$ cat config.mk
export PLATFORM = sky130hd
export DESIGN_NAME = mod_n_serial_detector
export DESIGN_NICKNAME = d
export VERILOG_FILES = /design/src/rtl/mod_n_serial_detector.sv
export SDC_FILE = /design/constraint.sdc
export NUM_CORES = 1
export LEC_CHECK = 0
export ABC_AREA = 1
export BUFFER_PORTS_ARGS = -buffer_cell sky130_fd_sc_hd__buf_2
export CAP_MARGIN = 5
export CELL_PAD_IN_SITES_DETAIL_PLACEMENT = 0
export CELL_PAD_IN_SITES_GLOBAL_PLACEMENT = 1
export CORE_MARGIN = 1.5
export CORE_UTILIZATION = 37
export DETAILED_ROUTE_END_ITERATION = 7
export GPL_TIMING_DRIVEN = 0
export PLACE_DENSITY_LB_ADDON = 0.1
export SLEW_MARGIN = 5
export SYNTH_ARGS = -nofsm -noshare
export SYNTH_HDL_FRONTEND = slang
export SYNTH_SLANG_ARGS = --single-unit
$ cat constraint.sdc
create_clock -name clk -period 2.04 [get_ports clk]
set_input_delay 0.102 -clock clk [delete_from_list [all_inputs] [get_ports clk]]
set_output_delay 0.102 -clock clk [all_outputs]
set_load 0.005 [all_outputs]
$ cat src/rtl/mod_n_serial_detector.sv
// mod_n_serial_detector: serial divisibility monitor.
// Consumes one bit per accepted cycle, either LSB-first or MSB-first (Horner form).
// It tracks the running value modulo DIVISOR and flags when the residue is zero.
// Optional framing is enabled by defining the macro FRAME_DONE_EN. This adds the
// FRAME_LEN parameter and the frame_done/frame_div outputs, and the core clears
// itself automatically at every frame boundary.
module mod_n_serial_detector #(
    parameter int DIVISOR   = 3,
    parameter int REM_W     = 2,
    parameter int LSB_FIRST = 1,
    parameter int CNT_W     = 8
`ifdef FRAME_DONE_EN
   ,parameter int FRAME_LEN = 16
`endif
) (
    input  logic             clk,
    input  logic             reset,
    input  logic             inp,
    input  logic             in_valid,
    input  logic             clear,
    output logic             out,
    output logic [REM_W-1:0] remainder,
    output logic [CNT_W-1:0] bit_count
`ifdef FRAME_DONE_EN
   ,output logic             frame_done,
    output logic             frame_div
`endif
);

    // Modulus widened by one bit. Every pre-reduction sum is below 2N.
    localparam logic [REM_W:0]   N     = DIVISOR[REM_W:0];
    localparam logic [REM_W-1:0] W_ONE = {{(REM_W-1){1'b0}}, 1'b1};
`ifdef FRAME_DONE_EN
    localparam logic [CNT_W-1:0] FLEN  = FRAME_LEN[CNT_W-1:0];
`endif

    logic [REM_W-1:0] rem_q, rem_d;
    logic [REM_W-1:0] w_q, w_d;
    logic [CNT_W-1:0] cnt_q, cnt_d;
    logic [REM_W-1:0] base_rem, base_w, acc_rem;
    logic [CNT_W-1:0] base_cnt, cnt_inc;
    logic [REM_W:0]   sum, w2;
    logic             frame_hit;

    // An operand below 2N needs at most one subtraction of N to reduce it.
    function automatic logic [REM_W-1:0] red(input logic [REM_W:0] x);
        logic [REM_W:0] t;
        t = (x >= N) ? x - N : x;
        return t[REM_W-1:0];
    endfunction

    // Compute the next state. When clear is high, the current state is first
    // replaced by the empty-frame state. The accepted bit (if any) is then folded
    // in, so clear together with in_valid makes inp the first bit of the new frame.
    always_comb begin
        base_rem  = clear ? '0    : rem_q;
        base_w    = clear ? W_ONE : w_q;
        base_cnt  = clear ? '0    : cnt_q;
        if (LSB_FIRST != 0)
            sum = {1'b0, base_rem} + (inp ? {1'b0, base_w} : '0);
        else
            sum = {base_rem, inp};
        w2        = {base_w, 1'b0};
        acc_rem   = red(sum);
        cnt_inc   = (base_cnt == '1) ? base_cnt : base_cnt + 1'b1;
        frame_hit = 1'b0;
        rem_d     = base_rem;
        w_d       = base_w;
        cnt_d     = base_cnt;
        if (in_valid) begin
            rem_d = acc_rem;
            w_d   = red(w2);
            cnt_d = cnt_inc;
`ifdef FRAME_DONE_EN
            // On the bit that completes a frame, fall back to the empty-frame state.
            if (cnt_inc == FLEN) begin
                frame_hit = 1'b1;
                rem_d     = '0;
                w_d       = W_ONE;
                cnt_d     = '0;
            end
`endif
        end
    end

    // State registers with a synchronous active-low reset.
    always_ff @(posedge clk) begin
        if (!reset) begin
            rem_q <= '0;
            w_q   <= W_ONE;
            cnt_q <= '0;
        end else begin
            rem_q <= rem_d;
            w_q   <= w_d;
            cnt_q <= cnt_d;
        end
    end

`ifdef FRAME_DONE_EN
    // frame_done pulses for one cycle. frame_div keeps the verdict of the last
    // completed frame until the next frame completes.
    always_ff @(posedge clk) begin
        if (!reset) begin
            frame_done <= 1'b0;
            frame_div  <= 1'b1;
        end else begin
            frame_done <= frame_hit;
            if (frame_hit) frame_div <= (acc_rem == '0);
        end
    end
`else
    // Without framing, frame_hit is tied low and has no effect.
    logic unused_frame;
    assign unused_frame = frame_hit;
`endif

    assign out       = (rem_q == '0);
    assign remainder = rem_q;
    assign bit_count = cnt_q;

endmodule

## Yosys cells after proc, flatten, opt, wreduce, memory -nomap -nowiden

Cells that the tools add are included.

| storage, ports and cells | value |
|---|---|
| flip-flop bits (word level) | 12 |
| word-level logic and storage cells | 21 |
| input bits | 5 |

| cells by class | value |
|---|---|
| multiplexer cells | 10 |
| equal/unequal tests | 1 |
| magnitude comparators | 2 |
| $add $sub $neg | 4 |
| reduce and logical (&&, ||, !) cells | 1 |

Operators with widths:

| operator | number |
|---|---|
| $mux W8 | 3 |
| $mux W2 | 7 |
| $add A8 B1 Y8 const B | 1 |
| $eq A8 B8 Y1 const B | 1 |
| $ge A3 B2 Y1 const B | 2 |
| $sub A2 B2 Y2 const B | 2 |
| $add A2 B2 Y3 | 1 |
| $logic_not A2 Y1 | 1 |

## Longest topological paths before layout

| depth | value |
|---|---|
| depth in word-level cells | 6 |
| depth in mapped cells | 12 |
| gate-level depth less buffers | 12 |

## Least setup slack after synthesis

OpenSTA, ideal clock, no wires.

| timing | value |
|---|---|
| path type | flip-flop to flip-flop |
| from | register w_q[0] |
| to | register rem_q[0] (netlist: remainder[0]) |
| path buffers | 0 |
| period minus slack after synthesis | 1.884 ns |
| setup slack | 0.156 ns |
| stages on the path, launching flop included | 11 |
| data required time | 1.927 ns |
| arrival time | 1.771 ns |
| library setup time | 0.113 ns |
| path through | dfxtp_1 > nor2_1 > nor2_1 > ha_1 > fa_1 > ha_1 > nor2_1 > nand2_1 > xor2_1 > o21ai_1 > inv_1 |

| on the way | value |
|---|---|
| word-level cells in the longest chain between the ends | 6 |
| elaborated cells between the ends (all ways) | 7 |

RTL lines:

| element | line | RTL |
|---|---|---|
| start: declaration | 38 | `logic [REM_W-1:0] w_q, w_d;` |
| start signal: assignment | 94 | `w_q <= w_d;` |
| $mux W2 * | 57 | `base_w = clear ? W_ONE : w_q;` |
| $mux W2 * | 60 | `sum = {1'b0, base_rem} + (inp ? {1'b0, base_w} : '0);` |
| $add A2 B2 Y3 * | 60 |  |
| $ge A3 B2 Y1 / $sub A2 B2 Y2 (equally long branches) | 48 | `t = (x >= N) ? x - N : x;` |
| $mux W2 * | 48 |  |
| $mux W2 * | 70 | `if (in_valid) begin` |
| end signal: assignment | 93 | `rem_q <= rem_d;` |
| end: declaration | 37 | `logic [REM_W-1:0] rem_q, rem_d;` |

Mark *: on every way between the ends. The rest lies on a longest branch, timed or not.
A chain may end at the register's enable or synchronous reset.

## Worst setup path in the final report

Same ends and word-level chain as after synthesis.

==> impl_metrics.csv <==
group,metric,value,unit
worst_setup_path,crit_required,2210,ps
worst_hold_path,hold_class,"in2reg",
timing,setup_viol_count_final,0,
grt,overflow,0,
floorplan,start_util,38.6,%
finish,final_common_cell,"nand2_1",
finish,fillCellCount,240,
finish,finalNetCount,151,
finish,area_growth,17.6,%
synthesis,avgSynthCellArea,6.88,um2
worst_setup_path,cp-start-kind,"flip-flop",
grt,grt_max_degree,11,
pwr,p_per_area,497,mW/mm2
timing,slew_viol_final,0,
worst_setup_path,cp_cell_sequence,"nor2_2 > nor2_1 > ha_2 > fa_1 > ha_2 > nor2_4 > nand2_2 > xor2_1 > o21ai_1 > inv_1",
synthesis,syn_area,846,um2
synthesis,syn_inst,123,
clock_network,cts_tree,"done",
grt,grt_pass1_wl,3040,um
clock_network,clkLatencyLatePin,270,ps
floorplan,io_pins,16,
finish,drive_above_1_share,32.1,%
worst_setup_path,end_kind,"flip-flop",
place,dp_hpwl,1330,um
clock_network,root_buffer,"clkbuf_4",
worst_setup_path,path_max_fanout,3,
detailed_routing,wl,1770,um
detailed_routing,antenna_left,0,
clock_network,clk_pin_slew,80,ps
clock_network,cts_max_path_buffers,2,
timing,tns,0,ps
detailed_routing,wl_per_cell,10.5,um
detailed_routing,routed_via_density,4.64,
floorplan,die_w,50.8,um
floorplan,coreArea,0.00219,mm2
timing,rsz0062_at_grt,"true",
finish,register_area,241,um2
synthesis,ys_warn_count,0,
outcome,status,"complete, no violations",
clock_network,numCtsBuffers,3,
worst_setup_path,critPathTopFamily,"adder cells",
clock_network,cts.hold.buffers_added,0,
timing,fin_hold_ws,164,ps
grt,grt_pass1_vias,701,
detailed_routing,num_vias,780,
pwr,peakVddDrop,0.000272,V
timing,max-slew-margin-rel,85.5,%
synthesis,synth_cell_types,25,
grt,antenna_found_initial,0,
detailed_routing,drtIter0Drc,7,
worst_setup_path,cp_num_buf_inv,1,
pwr,p_leak,0.574,nW
worst_setup_path,cpMostUsedCell,"ha_2",
detailed_routing,firstDrtPassIters,4,
timing,max_freq,500,MHz
finish,multi_input_area,522,um2
timing,tightest_slew,217,ps
synthesis,yosys.area.top_type_share,28.4,%
worst_setup_path,crit_type,"reg2reg",
timing,final_hold_viol_count,0,
detailed_routing,post-route-drc-count,0,
place,globalplace.congestion,0.782,
floorplan,die_h,50.8,um
worst_setup_path,cp_slowest_cell,"fa_1",
clock_network,clock-sinks,12,
grt,track_usage,16.2,%
worst_setup_path,arrival,2170,ps
timing,fin_skew,1.62,ps
synthesis,ys_seq_elements,12,
timing,min_period,2000,ps
floorplan,placementRows,17,
pwr,fin_total_pwr,0.494,mW
synthesis,synth_top_cells_by_area,"dfxtp_1 (28%), nand2_1 (12%), nor2_1 (8.0%)",
finish,diodes,0,
timing,timing.final.crit_share,97.9,%
synthesis,synth_nets,132,
flow_run,max_cap_violations,0,
finish,layout_common_cells,"nand2_1 (27), nor2_1 (16), inv_1 (15), buf_2 (14), dfxtp_1 (11)",
place,numPortBuffers,13,
clock_network,cts_max_level,1,
floorplan,die-area,0.00258,mm2
synthesis,synth_top_area_cell,"dfxtp_1",
synthesis,yosysSeqAreaShare,28.4,%
worst_setup_path,crit_path_max_incr_delay,530,ps
-- report_power, final --
group          internal (mW)  switching (mW)  total (mW)
clock network         0.0683          0.0836       0.152
registers              0.244         0.00522       0.250
logic                 0.0375          0.0553      0.0928
-- worst reg2reg max path: stages (launching register included) --
cell and delay (ps):
dfxtp_1 310, nor2_2 150, nor2_1 60, ha_2 180
fa_1 530, ha_2 230, nor2_4 90, nand2_2 60
xor2_1 130, o21ai_1 110, inv_1 50
-- per-stage QoR --
step	setup slack [ps]	instances	utilization (%)	instance area, um2
final	41.9	168	45.4	995
after global routing	-58.7	168	45.4	995
after CTS	42.2	167	44.3	971
after detailed placement	29.8	164	43.2	946
after global placement	45.0	164	43.2	946
after floorplan	156	123	-	846
-- path summary, 6_finish.rpt --
path          start           end  slack, ps  depth (start not counted)
max          w_q[0]  remainder[0]         40                         10
min           reset  bit_count[3]        160                          3
max reg2reg  w_q[0]  remainder[0]         40                         10
min reg2reg  w_q[1]        w_q[1]        500                          2
-- Yosys cell counts --
master    number
inv_1         15
o21ai_1        4
nor2_1        18
fa_1           1
o211ai_1       1
nand4_1        3
nor3_4         1
buf_4          1
buf_2          1
nand2_1       28
nor2_2         2
xor2_1         1
nor3_1         1
o21ai_0        2
nand3_4        1
nand2_4        3
a21oi_1        5
inv_2          7
dfxtp_1       12
ha_1           3
nand3_1        7
nand2_2        2
nor2_4         1
nor2_8         2
inv_4          1
-- flip-flops by register name, indices dropped and copies added, names as in the netlist --
signal	count
bit_count	8
remainder	2
w_q	2
-- kinds of logic (layout without fill, tap and decap cells) --
family                   after synthesis  in the layout  synth area share, %
buffers and inverters                 25             42                 12.0
XOR/XNOR                               1              1                 1.04
adder cells (fa/ha/maj)                4              4                 6.81
AND/OR/NAND/NOR                       69             69                 44.4
AO/OA/AOI/OAI                         12             12                 7.40
flip-flops                            12             12                 28.4
-- cell type report --
| type | instances | area share, % |
|---|---|---|
| buffer | 2 | 1.26 |
| clock buffer | 3 | 2.26 |
| inverter | 23 | 8.93 |
| multi-input combinational | 86 | 52.5 |
| sequential | 12 | 24.3 |
| tap | 28 | 3.52 |
| timing repair buffer | 14 | 7.30 |
-- repair_timing --
action / CTS / global route
pin swaps: 0 / 4
gates cloned: 0 / 0
setup endpoints to repair: 1 / 2
buffers inserted: 0 / 1
resized for setup: 1 / 6
-- per-layer routing --
layer,vias to the layer above,wire (um),global-route usage (%)
met3,2,58,3.51
met2,15,850,27.0
met5,-,0,0
li1,417,-,-
met4,0,14,6.76
met1,346,844,20.3
Power figures use the tool's default switching activity.
